## src/rtl/cpu_mem_bus_pkg.sv

```systemverilog
// Shared CPU package: memory-map regions, T-cycle phases, DMA control states and decode helpers.
package cpu_mem_bus_pkg;

    typedef enum logic [2:0] {
        RegionCart,
        RegionVram,
        RegionWram,
        RegionOam,
        RegionUnused,
        RegionIo,
        RegionHram
    } mem_region_e;

    typedef enum logic [1:0] {
        DmaIdle,
        DmaStart,
        DmaCopy
    } dma_state_e;

    localparam logic [15:0] VRAM_BASE    = 16'h8000;
    localparam logic [15:0] CART_HI_BASE = 16'hA000;
    localparam logic [15:0] WRAM_BASE    = 16'hC000;
    localparam logic [15:0] OAM_BASE     = 16'hFE00;
    localparam logic [15:0] UNUSED_BASE  = 16'hFEA0;
    localparam logic [15:0] IO_BASE      = 16'hFF00;
    localparam logic [15:0] HRAM_BASE    = 16'hFF80;
    localparam logic [15:0] IE_ADDR      = 16'hFFFF;
    localparam logic [15:0] DMA_REG_ADDR = 16'hFF46;

    localparam logic [1:0] TCYC_LATCH   = 2'd0;
    localparam logic [1:0] TCYC_BUS     = 2'd1;
    localparam logic [1:0] TCYC_CAPTURE = 2'd2;
    localparam logic [1:0] TCYC_RETIRE  = 2'd3;

    localparam logic [7:0] OPEN_BUS       = 8'hFF;
    localparam logic [7:0] DMA_LAST_INDEX = 8'd159;
    localparam logic [7:0] ECHO_PAGE      = 8'hE0;

    function automatic mem_region_e decode_region(input logic [15:0] addr);
        if (addr < VRAM_BASE)         return RegionCart;
        else if (addr < CART_HI_BASE) return RegionVram;
        else if (addr < WRAM_BASE)    return RegionCart;
        else if (addr < OAM_BASE)     return RegionWram;
        else if (addr < UNUSED_BASE)  return RegionOam;
        else if (addr < IO_BASE)      return RegionUnused;
        else if (addr < HRAM_BASE)    return RegionIo;
        else if (addr == IE_ADDR)     return RegionIo;
        else                          return RegionHram;
    endfunction

    // Pages E0-FF alias WRAM (echo), so the DMA reads from page S-0x20 instead.
    function automatic logic [7:0] dma_page(input logic [7:0] src);
        return (src >= ECHO_PAGE) ? src - 8'h20 : src;
    endfunction

endpackage

```

## src/rtl/cpu_mem_bus_oam_dma.sv

```systemverilog
// OAM DMA engine: 160 M-cycle copy from page S into OAM, one idle M-cycle after being armed.
module oam_dma
    import cpu_mem_bus_pkg::*;
(
    input  logic        clk,
    input  logic        reset,
    input  logic [1:0]  t_cycle,
    input  logic        arm,
    input  logic [7:0]  arm_src,
    input  logic [7:0]  ext_rdata,
    output logic        dma_active,
    output logic        copy_active,
    output logic [15:0] dma_addr,
    output logic [7:0]  src,
    output logic        oam_we,
    output logic [7:0]  oam_addr,
    output logic [7:0]  oam_wdata
);

    dma_state_e state;
    dma_state_e state_next;
    logic [7:0] count;
    logic [7:0] data;
    logic       m_end;

    assign m_end = (t_cycle == TCYC_RETIRE);

    always_ff @(posedge clk) begin
        if (reset) state <= DmaIdle;
        else       state <= state_next;
    end

    // All transitions happen at M-cycle boundaries; a new arm always wins.
    always_comb begin
        state_next = state;
        if (m_end) begin
            if (arm) begin
                state_next = DmaStart;
            end else begin
                case (state)
                    DmaStart: state_next = DmaCopy;
                    DmaCopy:  if (count == DMA_LAST_INDEX) state_next = DmaIdle;
                    default:  state_next = state;
                endcase
            end
        end
    end

    always_ff @(posedge clk) begin
        if (reset) begin
            src   <= '0;
            count <= '0;
            data  <= '0;
        end else begin
            if (state == DmaCopy && t_cycle == TCYC_CAPTURE) data <= ext_rdata;
            if (m_end) begin
                if (arm) begin
                    src   <= arm_src;
                    count <= '0;
                end else if (state == DmaCopy) begin
                    count <= (count == DMA_LAST_INDEX) ? '0 : count + 8'd1;
                end
            end
        end
    end

    always_comb begin
        dma_active  = (state != DmaIdle);
        copy_active = (state == DmaCopy);
        oam_we      = copy_active && m_end;
        oam_addr    = count;
        oam_wdata   = data;
        dma_addr    = {dma_page(src), count};
    end

endmodule

```

## src/rtl/cpu_mem_bus.sv

```systemverilog
// CPU memory bus: region decode, T-cycle sequencing, inline HRAM.
// Optional OAM DMA engine enabled by defining CPU_MEM_BUS_DMA_EN.
module cpu_mem_bus
    import cpu_mem_bus_pkg::*;
(
    input  logic        clk,
    input  logic        reset,
    input  logic [1:0]  t_cycle,
    input  logic        mem_enable,
    input  logic        mem_write,
    input  logic [15:0] mem_addr,
    input  logic [7:0]  mem_wdata,
    output logic [7:0]  mem_rdata,
    output logic        ext_enable,
    output logic        ext_write,
    output logic [15:0] ext_addr,
    output logic [7:0]  ext_wdata,
    input  logic [7:0]  ext_rdata,
    output mem_region_e ext_region,
    output logic        oam_we,
    output logic [7:0]  oam_addr,
    output logic [7:0]  oam_wdata,
    output logic        dma_active
);

    logic        req_valid;
    logic        req_write;
    logic [15:0] req_addr;
    logic [7:0]  req_wdata;
    mem_region_e req_region;
    logic [7:0]  hram [0:126];
    logic        bus_phase;
    logic        cpu_ext;
    logic        dma_copy;
    logic [15:0] dma_addr;
    logic [7:0]  rd_value;

`ifdef CPU_MEM_BUS_DMA_EN
    logic       dma_arm;
    logic [7:0] dma_src;

    // FF46 writes arm the engine even while it runs; the data still goes downstream when idle.
    assign dma_arm = req_valid && req_write && (req_addr == DMA_REG_ADDR);

    oam_dma u_oam_dma (
        .clk         (clk),
        .reset       (reset),
        .t_cycle     (t_cycle),
        .arm         (dma_arm),
        .arm_src     (req_wdata),
        .ext_rdata   (ext_rdata),
        .dma_active  (dma_active),
        .copy_active (dma_copy),
        .dma_addr    (dma_addr),
        .src         (dma_src),
        .oam_we      (oam_we),
        .oam_addr    (oam_addr),
        .oam_wdata   (oam_wdata)
    );
`else
    assign dma_active = 1'b0;
    assign dma_copy   = 1'b0;
    assign dma_addr   = '0;
    assign oam_we     = 1'b0;
    assign oam_addr   = '0;
    assign oam_wdata  = '0;
`endif

    always_ff @(posedge clk) begin
        if (reset) begin
            req_valid  <= 1'b0;
            req_write  <= 1'b0;
            req_addr   <= '0;
            req_wdata  <= '0;
            req_region <= RegionCart;
        end else if (t_cycle == TCYC_LATCH) begin
            req_valid <= mem_enable;
            if (mem_enable) begin
                req_write  <= mem_write;
                req_addr   <= mem_addr;
                req_wdata  <= mem_wdata;
                req_region <= decode_region(mem_addr);
            end
        end else if (t_cycle == TCYC_RETIRE) begin
            req_valid <= 1'b0;
        end
    end

    always_ff @(posedge clk) begin
        if (!reset && req_valid && req_write && req_region == RegionHram
            && t_cycle == TCYC_CAPTURE)
            hram[req_addr[6:0]] <= req_wdata;
    end

    always_comb begin
        rd_value = OPEN_BUS;
        if (req_region == RegionHram)
            rd_value = hram[req_addr[6:0]];
`ifdef CPU_MEM_BUS_DMA_EN
        else if (req_addr == DMA_REG_ADDR)
            rd_value = dma_src;
`endif
        else if (!dma_active && req_region != RegionUnused)
            rd_value = ext_rdata;
    end

    always_ff @(posedge clk) begin
        if (reset)
            mem_rdata <= OPEN_BUS;
        else if (req_valid && !req_write && t_cycle == TCYC_CAPTURE)
            mem_rdata <= rd_value;
    end

    always_comb begin
        bus_phase  = (t_cycle == TCYC_BUS) || (t_cycle == TCYC_CAPTURE);
        cpu_ext    = req_valid && !dma_active
                     && req_region != RegionHram && req_region != RegionUnused;
        ext_enable = bus_phase && (cpu_ext || dma_copy);
        ext_write  = bus_phase && cpu_ext && req_write;
        ext_addr   = dma_copy ? dma_addr : req_addr;
        ext_wdata  = req_wdata;
        ext_region = dma_copy ? decode_region(dma_addr) : req_region;
    end

endmodule

```

## config.mk

```make
export PLATFORM = sky130hd
export DESIGN_NAME = cpu_mem_bus
export DESIGN_NICKNAME = d
export VERILOG_FILES = /design/src/rtl/cpu_mem_bus_pkg.sv /design/src/rtl/cpu_mem_bus_oam_dma.sv /design/src/rtl/cpu_mem_bus.sv
export SDC_FILE = /design/constraint.sdc
export NUM_CORES = 1
export LEC_CHECK = 0
export CORE_AREA = 2 2 270 246
export CTS_BUF_LIST = sky130_fd_sc_hd__clkbuf_16
export CTS_CLUSTER_DIAMETER = 60
export DETAILED_ROUTE_END_ITERATION = 10
export DIE_AREA = 0 0 272 248
export PLACE_DENSITY_LB_ADDON = 0.2
export SKIP_CTS_REPAIR_TIMING = 1
export SYNTH_ARGS = -nofsm -noshare
export SYNTH_HDL_FRONTEND = slang
export SYNTH_SLANG_ARGS = --single-unit
```

## constraint.sdc

```tcl
create_clock -name clk -period 7.06 [get_ports clk]
set_input_delay 1.412 -clock clk [delete_from_list [all_inputs] [get_ports clk]]
set_output_delay 1.412 -clock clk [all_outputs]
set_load 0.05 [all_outputs]
```

==> metrics.txt <==
# TYPE chip_impl_metric gauge
chip_impl_metric{name="area.growth.synth_to_final",unit="%"} 11.24
chip_impl_metric{name="synth_cell_type_count",unit=""} 56
chip_impl_metric{name="worst_r2r_path_depth",unit=""} 6
chip_impl_metric{name="critical-path-max-stage-delay",unit="ps"} 790
chip_impl_metric{name="cts_buffer_count",unit=""} 99
chip_impl_metric{name="synth.top_cell.area_share",unit=""} 0.7329
chip_impl_info{name="outcome",value="finished, final reports clean"} 1
chip_impl_info{name="crit_path_end_kind",value="output pin"} 1
chip_impl_metric{name="gp_congestion",unit=""} 0.9329
chip_impl_metric{name="drc_violations",unit=""} 0
chip_impl_metric{name="swShare",unit=""} 0.2034
chip_impl_info{name="post-synth-top-area-cell",value="sky130_fd_sc_hd__edfxtp_1"} 1
chip_impl_metric{name="routed_wire_length_per_instance",unit="µm"} 34.06
chip_impl_metric{name="detailedRoute.firstPassIterationCount",unit=""} 6
chip_impl_metric{name="clkPwrFrac",unit=""} 0.423
chip_impl_metric{name="die_w",unit="µm"} 272
chip_impl_metric{name="min_path_cells",unit=""} 2
chip_impl_info{name="cts_root_buffer",value="sky130_fd_sc_hd__clkbuf_16"} 1
chip_impl_info{name="crit_path_top_delay_cell",value="sky130_fd_sc_hd__clkdlybuf4s50_1"} 1
chip_impl_metric{name="yosys_warnings",unit=""} 0
chip_impl_metric{name="finalPower",unit="µW"} 12610
chip_impl_metric{name="track_usage",unit=""} 0.3230
chip_impl_metric{name="finClkSkew",unit="ps"} 22.12
chip_impl_metric{name="chipHeight",unit="µm"} 248
chip_impl_info{name="worstPathCellList",value="clkdlybuf4s50_1 > inv_1 > ha_1 > nand2_1 > nor2_1 > and2_1 > clkdlybuf4s50_1"} 1
chip_impl_metric{name="net_switching_power",unit="µW"} 2565
chip_impl_metric{name="die_footprint",unit="µm²"} 67460
chip_impl_metric{name="crit_fanout",unit=""} 2
chip_impl_metric{name="vias_per_cell",unit=""} 6.960
chip_impl_metric{name="max_cap_viol_count",unit=""} 0
chip_impl_metric{name="stdcell_count",unit=""} 3105
chip_impl_metric{name="synth_seq_area_share",unit=""} 0.7541
chip_impl_metric{name="setup_tns",unit="ps"} 0
chip_impl_metric{name="overflow_left_after_global_routing",unit=""} 0
chip_impl_metric{name="p_leak",unit="µW"} 0.01259
chip_impl_metric{name="internal_power",unit="µW"} 10050
chip_impl_metric{name="worst-r2r-setup-slack",unit="ps"} 3160
chip_impl_info{name="critical_path.reg2reg.endpoint",value="hram[79][0]"} 1
chip_impl_info{name="unrepaired_setup_endpoints_after_global_routing",value="no"} 1
chip_impl_metric{name="antenna_violating_nets_post_route",unit=""} 0
chip_impl_info{name="ys_dominant_reg_cell",value="sky130_fd_sc_hd__edfxtp_1"} 1
chip_impl_metric{name="arrival",unit="ps"} 3440
chip_impl_metric{name="clk_pin_slew",unit="ps"} 60
chip_impl_metric{name="clk_latency",unit="ps"} 660
chip_impl_metric{name="finalWorstPathRequiredPeriod",unit="ps"} 4856
chip_impl_metric{name="slew-limit-headroom",unit=""} 0.2330
chip_impl_info{name="hold_path.startpoint",value="ext_addr[9]"} 1
chip_impl_metric{name="drv_slew",unit=""} 0
chip_impl_info{name="cts_tree",value="done"} 1
chip_impl_metric{name="yosys_register_bits",unit=""} 1060
chip_impl_metric{name="ctsLongestPathBuffers",unit=""} 3
chip_impl_info{name="cpMostUsedCell",value="sky130_fd_sc_hd__clkdlybuf4s50_1"} 1
chip_impl_metric{name="grt_first_pass_wirelength",unit="µm"} 152700
chip_impl_metric{name="drive_gt1_frac",unit=""} 0.2108
chip_impl_info{name="critical_path.reg2reg.startpoint",value="ext_region[2]"} 1
chip_impl_metric{name="proportion_of_power_drawn_by_flip_flops_and_latches",unit=""} 0.546
chip_impl_metric{name="avgSynthCellArea",unit="µm²"} 20.21
chip_impl_metric{name="post_detail_place_hpwl",unit="µm"} 62420
chip_impl_metric{name="place.port_buffers",unit=""} 74
chip_impl_metric{name="max_clock_freq",unit="GHz"} 0.2059
chip_impl_metric{name="numClockSinks",unit=""} 1060
chip_impl_metric{name="dp_worst_setup_slack",unit="ps"} 1886
chip_impl_metric{name="worst-path-buf-inv",unit=""} 3
chip_impl_metric{name="grt_max_degree",unit=""} 129
chip_impl_metric{name="synth-edff-count",unit=""} 1016
chip_impl_metric{name="netlist_area",unit="µm²"} 41630
chip_impl_info{name="worst-setup-path-type",value="in2out"} 1
chip_impl_metric{name="worst_ep_required_time",unit="ps"} 5650
chip_impl_metric{name="wl",unit="µm"} 105800
chip_impl_info{name="ys_top_cells_by_area",value="sky130_fd_sc_hd__edfxtp_1 73%, sky130_fd_sc_hd__mux4_2 14%, sky130_fd_sc_hd__mux2i_1 2.5%, sky130_fd_sc_hd__dfxtp_1 2.1%, sky130_fd_sc_hd__nor2_1 1.4%"} 1
chip_impl_metric{name="vias",unit=""} 21610
chip_impl_metric{name="powerDensity",unit="nW/µm²"} 272.4
chip_impl_info{name="timing.critical_path.max_delay_family",value="buffers and inverters"} 1
chip_impl_metric{name="initial_antenna_violation_count",unit=""} 0
chip_impl_metric{name="power.combinational.fraction",unit=""} 0.031
chip_impl_metric{name="timing.final.setup_violations",unit=""} 0
chip_impl_metric{name="max-vdd-ir-drop",unit="µV"} 236.8
chip_impl_metric{name="worst_max_slew_pin_slew",unit="ps"} 1150
chip_impl_metric{name="synthesis.instances",unit=""} 2060
chip_impl_metric{name="design.final.nets",unit=""} 2201
chip_impl_metric{name="start_util",unit=""} 0.6434
chip_impl_metric{name="first_iter_violations",unit=""} 3454
chip_impl_metric{name="grt_pass1_vias",unit=""} 20980
chip_impl_metric{name="final.setup.worst_slack",unit="ps"} 2204
chip_impl_metric{name="num_io_pins",unit=""} 93
chip_impl_metric{name="ys_async_sr_fraction",unit=""} 0
chip_impl_info{name="cp-start-kind",value="input pin"} 1
chip_impl_metric{name="core",unit="µm²"} 64700
chip_impl_metric{name="final_hold_viol_count",unit=""} 0
chip_impl_metric{name="std_cell_rows",unit=""} 89
chip_impl_info{name="min_delay_worst_endpoint",value="ext_addr[9]"} 1
chip_impl_metric{name="htreeDepth",unit=""} 3
chip_impl_metric{name="min_period_over_period",unit=""} 0.6878
chip_impl_metric{name="placed_cells",unit=""} 2924
chip_impl_info{name="worst_hold_check_path_type",value="reg2reg"} 1
[how the worst max path moves through the flow]
stage,startpoint,endpoint,cells past startpoint
after global placement,t_cycle[1],hram[103][7],6
after global routing,t_cycle[1],ext_write,7
after CTS,t_cycle[1],ext_write,7
final,t_cycle[1],ext_write,7
after detailed placement,t_cycle[1],hram[63][1],6
after floorplan,t_cycle[0],ext_write,5
[state kept, by name, indices dropped and copies added (netlist names), named ones only]
| name | flops |
|---|---|
| ext_addr | 16 |
| ext_region | 3 |
| ext_wdata | 8 |
| hram | 1016 |
| mem_rdata | 8 |
| req_valid | 1 |
| req_write | 1 |
[cell usage after synthesis (5+ instances only)]
master	number
sky130_fd_sc_hd__a211oi_1	13
sky130_fd_sc_hd__o21ai_1	5
sky130_fd_sc_hd__buf_4	31
sky130_fd_sc_hd__nand4_1	12
sky130_fd_sc_hd__mux4_2	254
sky130_fd_sc_hd__buf_1	5
sky130_fd_sc_hd__mux2_2	14
sky130_fd_sc_hd__dfxtp_1	44
sky130_fd_sc_hd__a221oi_1	11
sky130_fd_sc_hd__buf_6	19
sky130_fd_sc_hd__nor2_1	158
sky130_fd_sc_hd__clkbuf_1	37
sky130_fd_sc_hd__nand2b_1	5
sky130_fd_sc_hd__a211oi_2	6
sky130_fd_sc_hd__edfxtp_1	1016
sky130_fd_sc_hd__o221ai_1	5
sky130_fd_sc_hd__nand3_1	23
sky130_fd_sc_hd__nand2_1	113
sky130_fd_sc_hd__mux2i_1	103
sky130_fd_sc_hd__o22ai_1	5
sky130_fd_sc_hd__a31oi_1	5
sky130_fd_sc_hd__nor2b_1	20
sky130_fd_sc_hd__o21ai_0	16
sky130_fd_sc_hd__a21oi_1	57
sky130_fd_sc_hd__buf_2	30
[cell type report]
cell class              count  area (µm²)
diodes                      2       5.005
clock buffers             101        2527
clock inverters            78       714.4
fillers                  3732       18400
inverters                   6       22.52
multi-input cells         885        9485
flip-flops and latches   1060       31430
well taps                 864        1081
repair buffers            109        1036
[routing by layer]
metal | wire [µm] | global-route usage | part of all wire | up-vias
li1 | - | - | - | 8599
met2 | 48960 | 0.4893 | 0.46 | 1680
met3 | 13120 | 0.07962 | 0.12 | 238
met4 | 3725 | 0.1018 | 0.035 | 0
met5 | 0 | 0 | 0 | -
met1 | 39950 | 0.4753 | 0.38 | 11100
[placed cells by master, fill, tap and decap left out, drive strengths merged, types with 36 or more instances in the layout]
cell type | synthesis | layout
mux2i | 103 | 103
dfxtp | 44 | 44
buf | 89 | 36
nand2 | 113 | 113
nor2 | 158 | 158
mux4 | 254 | 254
clkdlybuf4s50 | 0 | 73
clkbuf | 37 | 101
edfxtp | 1016 | 1016
a21oi | 57 | 57
[kinds of logic (layout without fill, tap and decap cells)]
| group | count (synthesis) | count (layout) | share of synthesized area |
|---|---|---|---|
| DFF | 1060 | 1060 | 0.7541 |
| and+or+nand+nor | 347 | 347 | 0.03547 |
| other | 1 | 20 | 0.00009009 |
| adders and majority gates | 2 | 2 | 0.0006011 |
| AOI/OAI and AO/OA | 143 | 143 | 0.02257 |
| buffers and inverters | 132 | 294 | 0.02011 |
| muxes | 375 | 375 | 0.1671 |
[worst min-delay path, cell delays in order, from the launching register on]
cell and delay (ps):
sky130_fd_sc_hd__dfxtp_1 310, sky130_fd_sc_hd__nand2_1 50, sky130_fd_sc_hd__a21oi_1 50
[power by group through the flow]
stage	sequential [µW]	combinational (µW)	clock (µW)
2_1_floorplan	7040	225	0
3_3_place_gp	7020	382	0
3_5_place_dp	7020	385	0
4_1_cts	6880	388	5370
5_1_grt	6880	408	5630
6_report	6880	392	5340
[per-stage QoR]
step | cell area, µm² | utilization | hold WS [ps]
finish | 46300 | 0.7157 | 461.6
detailed placement | 43060 | 0.6655 | 452.7
CTS | 46300 | 0.7156 | 462.5
global placement | 43060 | 0.6655 | 443.3
global route | 46300 | 0.7156 | 481.4
floorplan | 41690 | - | 461.5
No activity file was read; power rests on OpenSTA's default activity.
